File: config.mk
export PLATFORM = sky130hd
export DESIGN_NAME = croyde_mem_arbiter
export DESIGN_NICKNAME = d
export VERILOG_FILES = /design/src/rtl/croyde_mem_arbiter.sv
export SDC_FILE = /design/constraint.sdc
export NUM_CORES = 1
export LEC_CHECK = 0
export CORE_AREA = 2 2 240 242
export CTS_BUF_LIST = sky130_fd_sc_hd__clkbuf_16
export DETAILED_ROUTE_END_ITERATION = 8
export DIE_AREA = 0 0 242 244
export PLACE_DENSITY = 0.3
export SLEW_MARGIN = 10
export SYNTH_ARGS = -nofsm -noshare
export SYNTH_HDL_FRONTEND = slang
export SYNTH_SLANG_ARGS = --single-unit
File: constraint.sdc
create_clock -name g_clk -period 1.84 [get_ports g_clk]
set_input_delay 0.184 -clock g_clk [delete_from_list [all_inputs] [get_ports g_clk]]
set_output_delay 0.184 -clock g_clk [all_outputs]
set_load 0.01 [all_outputs]
File: src/rtl/croyde_mem_arbiter.sv
// Two-master arbiter sharing one memory port between fetch (imem) and load/store (dmem).
// dmem has fixed priority; a saturating wait counter lets a starved fetch win.
//
// state  | meaning
// IDLE   | no request outstanding, selection is combinational
// LOCK_I | imem request presented but not yet accepted, imem held selected
// LOCK_D | dmem request presented but not yet accepted, dmem held selected
module croyde_mem_arbiter #(
    parameter int MEM_ADDR_W = 64,
    parameter int MEM_DATA_W = 64,
    parameter int MEM_STRB_W = 8,
    parameter int MAX_STARVE = 4
) (
    input  logic                  g_clk,
    input  logic                  g_reset,

    input  logic                  imem_req,
    input  logic [MEM_ADDR_W-1:0] imem_addr,
    input  logic                  imem_wen,
    input  logic [MEM_STRB_W-1:0] imem_strb,
    input  logic [MEM_DATA_W-1:0] imem_wdata,
    output logic                  imem_gnt,
    output logic                  imem_err,
    output logic [MEM_DATA_W-1:0] imem_rdata,

    input  logic                  dmem_req,
    input  logic [MEM_ADDR_W-1:0] dmem_addr,
    input  logic                  dmem_wen,
    input  logic [MEM_STRB_W-1:0] dmem_strb,
    input  logic [MEM_DATA_W-1:0] dmem_wdata,
    output logic                  dmem_gnt,
    output logic                  dmem_err,
    output logic [MEM_DATA_W-1:0] dmem_rdata,

    output logic                  mem_req,
    output logic [MEM_ADDR_W-1:0] mem_addr,
    output logic                  mem_wen,
    output logic [MEM_STRB_W-1:0] mem_strb,
    output logic [MEM_DATA_W-1:0] mem_wdata,
    input  logic                  mem_gnt,
    input  logic                  mem_err,
    input  logic [MEM_DATA_W-1:0] mem_rdata
);

    typedef enum logic [1:0] {IDLE = 2'd0, LOCK_I = 2'd1, LOCK_D = 2'd2} lock_state_t;
    typedef enum logic [1:0] {SEL_NONE = 2'd0, SEL_I = 2'd1, SEL_D = 2'd2} sel_t;

    localparam logic [3:0] STARVE_LIMIT = 4'(MAX_STARVE);

    lock_state_t lock_state;
    lock_state_t lock_next;
    sel_t        sel;
    sel_t        rsp_sel;
    logic [3:0]  starve_cnt;
    logic        sel_req;

    always_ff @(posedge g_clk or posedge g_reset) begin
        if (g_reset) begin
            lock_state <= IDLE;
            rsp_sel    <= SEL_NONE;
            starve_cnt <= '0;
        end else begin
            lock_state <= lock_next;
            rsp_sel    <= (mem_req && mem_gnt) ? sel : SEL_NONE;
            if (imem_req && !imem_gnt) begin
                if (starve_cnt < STARVE_LIMIT)
                    starve_cnt <= starve_cnt + 4'd1;
            end else begin
                starve_cnt <= '0;
            end
        end
    end

    // Selection is forced to none during reset so every output reads 0.
    always_comb begin
        sel       = SEL_NONE;
        sel_req   = 1'b0;
        lock_next = lock_state;
        if (!g_reset) begin
            unique case (lock_state)
                LOCK_I: begin
                    sel     = SEL_I;
                    sel_req = imem_req;
                    if (mem_gnt)
                        lock_next = IDLE;
                end
                LOCK_D: begin
                    sel     = SEL_D;
                    sel_req = dmem_req;
                    if (mem_gnt)
                        lock_next = IDLE;
                end
                default: begin
                    if (imem_req && starve_cnt == STARVE_LIMIT)
                        sel = SEL_I;
                    else if (dmem_req)
                        sel = SEL_D;
                    else if (imem_req)
                        sel = SEL_I;
                    sel_req = (sel != SEL_NONE);
                    if (sel_req && !mem_gnt)
                        lock_next = (sel == SEL_I) ? LOCK_I : LOCK_D;
                end
            endcase
        end
    end

    always_comb begin
        mem_req   = sel_req;
        mem_addr  = '0;
        mem_wen   = 1'b0;
        mem_strb  = '0;
        mem_wdata = '0;
        if (sel == SEL_I) begin
            mem_addr  = imem_addr;
            mem_wen   = imem_wen;
            mem_strb  = imem_strb;
            mem_wdata = imem_wdata;
        end else if (sel == SEL_D) begin
            mem_addr  = dmem_addr;
            mem_wen   = dmem_wen;
            mem_strb  = dmem_strb;
            mem_wdata = dmem_wdata;
        end
    end

    assign imem_gnt   = mem_gnt && (sel == SEL_I);
    assign dmem_gnt   = mem_gnt && (sel == SEL_D);
    assign imem_rdata = (rsp_sel == SEL_I) ? mem_rdata : '0;
    assign imem_err   = (rsp_sel == SEL_I) && mem_err;
    assign dmem_rdata = (rsp_sel == SEL_D) ? mem_rdata : '0;
    assign dmem_err   = (rsp_sel == SEL_D) && mem_err;

`ifndef SYNTHESIS
    // dmem transfers accepted while a fetch is kept waiting.
    logic [4:0] dmem_xfers_waiting;

    always_ff @(posedge g_clk or posedge g_reset) begin
        if (g_reset)
            dmem_xfers_waiting <= '0;
        else if (imem_req && !imem_gnt)
            dmem_xfers_waiting <= dmem_xfers_waiting + {4'd0, dmem_gnt};
        else
            dmem_xfers_waiting <= '0;
    end

    a_mem_stable: assert property (@(posedge g_clk) disable iff (g_reset)
        (mem_req && !mem_gnt) |=> (mem_req && $stable({mem_addr, mem_wen, mem_strb, mem_wdata})));
    a_gnt_onehot: assert property (@(posedge g_clk) disable iff (g_reset)
        !(imem_gnt && dmem_gnt));
    a_fetch_bound: assert property (@(posedge g_clk) disable iff (g_reset)
        dmem_xfers_waiting <= 5'(MAX_STARVE));
    a_lock_i_held: assert property (@(posedge g_clk) disable iff (g_reset)
        (lock_state == LOCK_I) |-> imem_req);
    a_lock_d_held: assert property (@(posedge g_clk) disable iff (g_reset)
        (lock_state == LOCK_D) |-> dmem_req);
`endif

endmodule

# Word level (Yosys, flattened, before mapping)

Cells that the tools add are included.
W data, S select, Z words.

Flip-flop bits (word level): 8
Latch bits: 0
Memory bits (writable): 0
Memory bits (read-only): 0
Bits of input ports: 344
Output and inout bits: 270
Word-level logic and storage cells: 56
Memories: 0

Add/subtract/negate cells: 1
Multipliers: 0
Div/mod/pow operators: 0
$lt $le $gt $ge: 1
Equality and inequality tests: 10
Shifts and indexed selects: 0
Multiplexer cells: 26
Bitwise logic cells: 1
Reduce and logical (&&, ||, !) cells: 14

Operators by type and width:

| operator              | number |
|---|---|
| $mux W64              | 6 |
| $mux W2               | 10 |
| $mux W8               | 2 |
| $eq A2 B1 Y1 const B  | 4 |
| $logic_and A1 B1 Y1   | 8 |
| $mux W4               | 2 |
| $eq A2 B2 Y1 const B  | 3 |
| $add A4 B1 Y4 const B | 1 |
| $eq A4 B3 Y1 const B  | 1 |
| $lt A4 B3 Y1 const B  | 1 |
| $mux W1               | 4 |
| $ne A2 B1 Y1 const B  | 2 |
| $pmux W2 S2           | 1 |
| $reduce_bool A2 Y1    | 2 |
| $reduce_and A3 Y1     | 1 |
| $logic_not A1 Y1      | 2 |
| $pmux W1 S2           | 1 |
| $reduce_or A2 Y1      | 1 |
| $not A1 Y1            | 1 |

# Logic depth before layout (Yosys ltp)

Gate-level depths: netlist of the first run.

Word-level depth: 12
Depth in mapped cells: 8
Depth with buffers taken out: 6

# Worst setup path after synthesis of the first run

OpenSTA, ideal clock, no wires.

Kind: flip-flop to output port
Start point: register lock_state[0]
End point: output mem_addr[43]
Arrival: 1.901 ns
Required time: 1.656 ns
Path slack: -0.245 ns
Stages on the path, launching flop included: 9
Path buffers: 2
Cell sequence: dfrtp_1 > inv_1 > ha_1 > nand2b_1 > or2_2 > a21oi_1 > buf_2 > buf_2 > a22o_1

Word-level cells in the longest chain between the ends: 6
Elaborated cells on any way between the ends: 8
Those cells by class: 4 x eq/ne; 4 x mux

Ends and longest elaborated chain:

| what                                                | RTL line | RTL |
|---|---|---|
| from (decl)                                         | 50       | `lock_state_t lock_state;` |
| from (signal assigned)                              | 63       | `lock_state <= lock_next;` |
| $eq A2 B2 Y1 / $eq A2 B1 Y1 (equally long branches) | 80       | `unique case (lock_state)` |
| $pmux W2 S2 *                                       | 80       |  |
| $mux W2 *                                           | 79       | `if (!g_reset) begin` |
| $eq A2 B2 Y1                                        | 119      | `end else if (sel == SEL_D) begin` |
| $mux W64                                            | 119      |  |
| $mux W64 *                                          | 114      | `if (sel == SEL_I) begin` |
| to (decl)                                           | 36       | `output logic [MEM_ADDR_W-1:0] mem_addr,` |

Every way passes the cells marked *; elsewhere a longest branch is shown, timed or not.

# Final worst setup path of the first run

Start point: register lock_state[0]
End point: output mem_wdata[41]

Word-level cells in the longest chain between the ends: 6
Elaborated cells on any way between the ends: 8
Those cells by class: 4 x eq/ne; 4 x mux

Ends and longest elaborated chain:

| what                                                | RTL line | RTL |
|---|---|---|
| $eq A2 B2 Y1 / $eq A2 B1 Y1 (equally long branches) | 80       |  |
| $pmux W2 S2 *                                       | 80       |  |
| $mux W2 *                                           | 79       |  |
| $eq A2 B2 Y1                                        | 119      |  |
| $mux W64                                            | 119      |  |
| $mux W64 *                                          | 114      |  |
| to (decl)                                           | 39       | `output logic [MEM_DATA_W-1:0] mem_wdata,` |

Marks and branches as above.

==> results of run 1 <==
## state kept, by name, summed over array words and instances (netlist names)
signal,flops
starve_cnt,4
lock_state,2
rsp_sel,2
## power by group
group	internal, mW	leakage, nW	total (mW)	switching (mW)
Combinational	5.34	5.23	9.04	3.70
Clock	0.281	0.0370	0.372	0.0913
Sequential	0.218	0.107	0.245	0.0271
## area by class of cell
cell class / count / area [um^2] / share of cell area
multi-input combinational: 308 / 2650 / 0.226
clock buffer: 3 / 75.1 / 0.00641
tap: 756 / 946 / 0.0808
inverter: 8 / 30.0 / 0.00256
sequential: 8 / 200 / 0.0171
timing repair buffer: 754 / 7810 / 0.667
## metal layers
metal | global-route usage | vias up
met5 | 0 | -
met4 | 0.00853 | 4
met3 | 0.0363 | 20
met2 | 0.219 | 355
met1 | 0.135 | 2678
li1 | - | 2816
## logic make-up (layout without fill, tap and decap cells)
kind of cell | Yosys count | after routing | synth area share
AOI/OAI and AO/OA | 158 | 158 | 0.485
and+or+nand+nor | 145 | 145 | 0.326
buffers and inverters | 54 | 765 | 0.0950
DFF | 8 | 8 | 0.0728
adders and majority gates | 4 | 4 | 0.0182
xor gates and xnor gates | 1 | 1 | 0.00318
## layout by cell type, fill, tap and decap left out, types with 2 or more instances in the layout
cell / n
buf_6: 113
inv_2: 2
clkdlybuf4s50_1: 343
clkdlybuf4s15_1: 28
inv_1: 6
dlygate4sd2_1: 69
a21oi_1: 6
nor2b_4: 2
and2_4: 2
buf_2: 53
nor2_1: 2
a22o_1: 107
buf_16: 13
and2_1: 130
a22o_4: 30
o21ai_0: 4
clkbuf_16: 6
buf_12: 33
bufbuf_16: 2
buf_8: 18
nand2_1: 2
clkbuf_2: 31
ha_4: 2
a211oi_1: 2
dfrtp_1: 8
nand2b_4: 2
buf_4: 46
## worst paths after layout
kind / start / to / slack, ps / cells past startpoint
setup / recovery: lock_state[0] / mem_wdata[41] / -680 / 11
hold / removal: g_reset / rsp_sel[1] / 560 / 4
setup reg to reg: lock_state[1] / lock_state[0] / 150 / 7
hold reg to reg: starve_cnt[3] / starve_cnt[3] / 640 / 3
max in group asynchronous: g_reset / starve_cnt[2] / 1140 / 4
min in group g_clk: starve_cnt[3] / starve_cnt[3] / 640 / 3
## metrics by stage
stage / std cells / total power [mW]
floorplan: 370 / 2.81
global placement: 1745 / 7.26
detailed placement: 1745 / 7.24
CTS: 1824 / 9.56
global route: 1837 / 10.2
finish: 1837 / 9.65
## worst register-to-register path: cells and delay by family (launching register included)
kind,cells,cell delay [ps]
adders and majority gates,1,320
buffers and inverters,3,320
AOI/OAI and AO/OA,3,600
DFF,1,400
## repair_timing
item | in CTS | in global routing
buffers inserted | 56 | 25
gates resized for setup | 839 | 175
pin swaps | 47 | 53
endpoints found under the setup margin | 270 | 201
cloned | 20 | 3
==> run metrics, run 1 <==
DRC errors left=0; worst-path fanout max=8; Core ar.=0.0562 mm^2; vias in the first global route=6032; Area Growth Syn to Fin=326%; min-delay worst type=in2async; fin worst setup slack=-685 ps; initial antenna violation count=3; WP data required=1660 ps; highest metal used=met5; Post-Syn Nets=718; final hold violations=0; Util after Layout=0.208; Die Ht=244 um; Critical-path top delay cell=dfrtp_1; Seq/Total Area, Yosys=0.0728; Setup crit start kind=register; RePlAce Congestion=0.834; area leader, netlist=a22o_1; Synth top cells by count=a22o_1, and2_1, buf_2; final instance area=0.0117 mm^2; max-slew violation count=0; die area=0.0590 mm^2; count leader, synth=a22o_1; Pre-antenna DRT Iters=4; violated checks=setup timing; outcome=finished, violations left; count of different cell masters after synthesis=27; unrepaired setup endpoints after global routing=true; wl on met1=14900 um; Final setup viols=139; detail-routed via count per cell=3.20; post-synthesis register bit count=8; fin nets=1431; Min Hold Slack=564 ps; row cnt=87; clk_lat worst skew=230 ps; Bufs and invs on worst path=6; # port buffers=613; Period minus WS final=2520 ps; Syn Inst Count=370; Root Buffer=clkbuf_16; Ant. Diodes=0; CP delay by family, top=buffers and inverters; Placed Area=0.0102 mm^2; synth top area cells=a22o_1, and2_1, dfrtp_1; Overall Global Routing Usage=0.117; DRT iter0 DRCs=148; skew final=2.71 ps; I/O Pins=614; dpl ws=-896 ps; met2 routed WL=19200 um; via count=5873; kind of critical path=reg2out; share of cells above drive strength 1=0.337; Synth Warn #=0; slowest stage delay, CP=380 ps; drt total wl=37500 um; crit end category=primary output; WL per Instance=20.4 um; VDD IR max=0.336 mV; number of flops mapped to enable cells by yosys=0; largest net degree at the start of global routing=24; Initial Utilization=0.0490; htree depth=1; PwrDens=824 mW/mm^2; first-pass GRT wire length=49300 um; HPWL after DPL=30300 um; Die X=242 um; share of the synthesized area in the top cell type=0.436; final-layout fill cell count=6314; clk buf depth=2; met3 wire len=3030 um; post-route antenna net violation count=0; Max Cap Violations=0; TritonCTS buffer count=3; post-route clock period utilization=1.37; highest clock rate=396 MHz; clock sink count=8; Lkg Pwr=5.38 nW; Synth async-reset ratio=1.00; Data arrival, critical path=2340 ps; Post-Syn Area=0.00275 mm^2; Syn Area/Cell=7.44 um^2; critical-path cell list=inv_2, ha_4, nand2b_4, or3_4, o21ai_4, buf_6, buf_12, buf_8, buf_8, a22o_1, buf_6; CTS tree=done; max_slew headroom=0.837; Clock Pin Slew Worst Setup and Hold Paths=40 ps; Congestion Overflow GR=0; measured slew at the worst slew-check pin=245 ps; # hold bufs at CTS=0; Setup TNS=-81330 ps; top_reg_cell synth=dfrtp_1
Note: power is estimated with default switching activity, not from simulation.
==> run 2, diff against run 1 <==
Settings changed: SLEW_MARGIN 10 to not set.
==> results of run 2 <==
Final layout, timing and power as in run 1 (identical DEF).
==> run 3, diff against run 2 <==
Settings changed: SETUP_SLACK_MARGIN set to 0.15.
==> run 3 against run 2 <==
Compared with the run above:
- highest routed layer unchanged
- die area unchanged
- setup slack worse by 39 ps
- hold slack lost 54 ps
- first-iteration DRC count shrank 3.4%
- non-clock buffer count fell by 25
- the flow still finishes with violations (setup timing)
- register-to-register slack worse by 240 ps
- critical endpoint is now mem_wdata[28]
- global-route usage is 0.067 points lower
- sequential cell count stayed put
- wire length grew 3.6%
- count of clock-buffer cells in the layout unchanged
==> run metrics, run 3 (same netlist as run 1, synthesis figures left out) <==
outcome=finished, violations left; violated checks=setup timing; final hold violations=0 (unchanged); Root Buffer=clkbuf_16; number of flip-flops in the largest register=4 (unchanged); R2R cell count=10 (+3); largest net degree at the start of global routing=46 (+92%); Clock Pin Slew Worst Setup and Hold Paths=40 ps (about the same); TritonCTS buffer count=3 (unchanged); most frequent CP cell=buf_12; Core ar.=0.0562 mm^2 (unchanged); Critical-path top delay cell=dfrtp_1; clk_lat worst skew=240 ps (about the same); HPWL after DPL=31300 um (+3.1%); htree depth=1 (unchanged); commonest non-fill, non-tap cell in the layout=clkdlybuf4s50_1; Die Ht=244 um (unchanged); Die X=242 um (unchanged); I/O Pins=614 (unchanged); row cnt=87 (unchanged); max_slew headroom=0.821 (-0.0156); Placed Area=0.0102 mm^2 (-0.17%); post-route clock period utilization=1.39 (+0.0210); fin worst setup slack=-723 ps (-38.5 ps); reg2reg start=lock_state[0]; CTS tree=done; unrepaired setup endpoints after global routing=true; Setup crit start kind=register; drt total wl=38800 um (+3.6%); Area Growth Syn to Fin=336%; Max Cap Violations=0 (unchanged); Congestion Overflow GR=0 (unchanged); post-route antenna net violation count=0 (unchanged); Lkg Pwr=7.14 nW (+33%); kind of critical path=reg2out; via count=5906 (+0.56%); critical-path cell list=inv_2, ha_4, nand2b_4, or3_4, o21ai_4, buf_12, buf_16, buf_12, clkbuf_16, a22o_1, buf_6; measured slew at the worst slew-check pin=268 ps (+23.0 ps); detail-routed via count per cell=3.25 (+1.8%); # port buffers=613 (unchanged); clock sink count=8 (unchanged); final instance area=0.0120 mm^2 (+2.5%); Initial Utilization=0.0490 (unchanged); slowest stage delay, CP=380 ps (about the same); clk buf depth=2 (unchanged); PwrDens=795 mW/mm^2 (-3.6%); DRT iter0 DRCs=143 (-3.4%); Biggest register=starve_cnt; reg2reg setup slack=-90 ps (-240 ps); WL per Instance=21.4 um (+4.8%); reg2reg end=starve_cnt[0]; Util after Layout=0.214 (+0.00530); commonest non-fill, non-tap cells in the layout=clkdlybuf4s50_1, and2_1, dlymetal6s2s_1, a22o_1, buf_6; RePlAce Congestion=0.820 (-1.6%); Period minus WS final=2560 ps (+38.5 ps); DRC errors left=0 (unchanged); Bufs and invs on worst path=6 (unchanged); Overall Global Routing Usage=0.116 (-0.000673); first-pass GRT wire length=49400 um (+0.11%); die area=0.0590 mm^2 (unchanged); min-delay worst type=in2async; Layout Cells excl Fill=1815 (-1.2%); Pre-antenna DRT Iters=4 (unchanged); critical path depth=11 (unchanged); Data arrival, critical path=2380 ps (+40 ps); skew final=0.394 ps (-2.31 ps); max-slew violation count=0 (unchanged); fin nets=1406 (-1.7%); VDD IR max=0.319 mV (-5.1%); Top Registers=starve_cnt x4, lock_state x2, rsp_sel x2; Setup TNS=-89820 ps (-8490 ps); highest clock rate=390 MHz (-1.5%); worst-path fanout max=8 (unchanged); dpl cells=1744 (-0.057%); WP data required=1660 ps (about the same); share of cells above drive strength 1=0.306 (-0.0309); Final setup viols=143 (+2.9%); vias in the first global route=6025 (-0.12%); initial antenna violation count=8 (+5); crit end category=primary output; CP delay by family, top=buffers and inverters; Tot Pwr=9.55 mW (-1.1%)
-- run 3: cell types whose count changed in the layout (fill, tap and decap cells not counted), sizes merged --
cell | before | now
dlymetal6s2s | 1 | 124
dlygate4sd2 | 69 | 0
buf | 276 | 244
clkdlybuf4s15 | 29 | 0
clkbuf | 37 | 21
diode | 0 | 3
bufbuf | 2 | 0
-- run 3: timing repair --
item,CTS,global route
hold buffers,0,0
gates cloned,10,14
buffers inserted,27,14
endpoints found under the setup margin,274,275
pin swaps,27,30
gates resized for setup,667,216
-- run 3: worst max path at each step --
stage	slack (ps)	endpoint	start
floorplan	-50	mem_addr[7]	lock_state[0]
finish	-720	mem_wdata[28]	lock_state[0]
detailed placement	-950	mem_wdata[44]	imem_req
CTS	-740	mem_addr[52]	lock_state[0]
global route	-810	mem_addr[30]	starve_cnt[0]
global placement	-950	mem_wdata[44]	imem_req
-- run 3: worst register-to-register path: stages (launching register included) --
cell and delay, ps:
dfrtp_1 380, inv_2 90, ha_4 220, nand2b_4 140, or3_4 340, o21ai_4 90, buf_12 160, buf_6 110
buf_6 90, buf_6 120, a211oi_1 70
-- run 3: cell type report --
type,instances,area [um^2]
inverter,8,30.0
tap,756,946
fill,6257,44200
multi-input combinational,308,2700
clock buffer,3,75.1
sequential,8,200
antenna,3,7.51
timing repair buffer,729,8050
-- run 3: stage by stage --
| step | worst slack [ps] | hold slack (ps) |
|---|---|---|
| 3_3_place_gp | -948 | 626 |
| 4_1_cts | -741 | 516 |
| 5_1_grt | -813 | 526 |
| 3_5_place_dp | -953 | 621 |
| 2_1_floorplan | -46.8 | 244 |
| 6_report | -723 | 510 |
-- run 3: metal layers --
metal | vias to the layer above | global-route usage | share of wire
met3 | 27 | 0.0530 | 0.10
met1 | 2708 | 0.128 | 0.39
met4 | 10 | 0.00890 | 0.0090
met2 | 391 | 0.213 | 0.50
met5 | - | 0 | 0.0017
li1 | 2770 | - | -
-- run 3: power breakdown --
group          internal, mW  leakage [nW]  switching [mW]
Sequential            0.218         0.107          0.0284
Combinational          5.21          7.00            3.71
Clock                 0.281        0.0370          0.0989
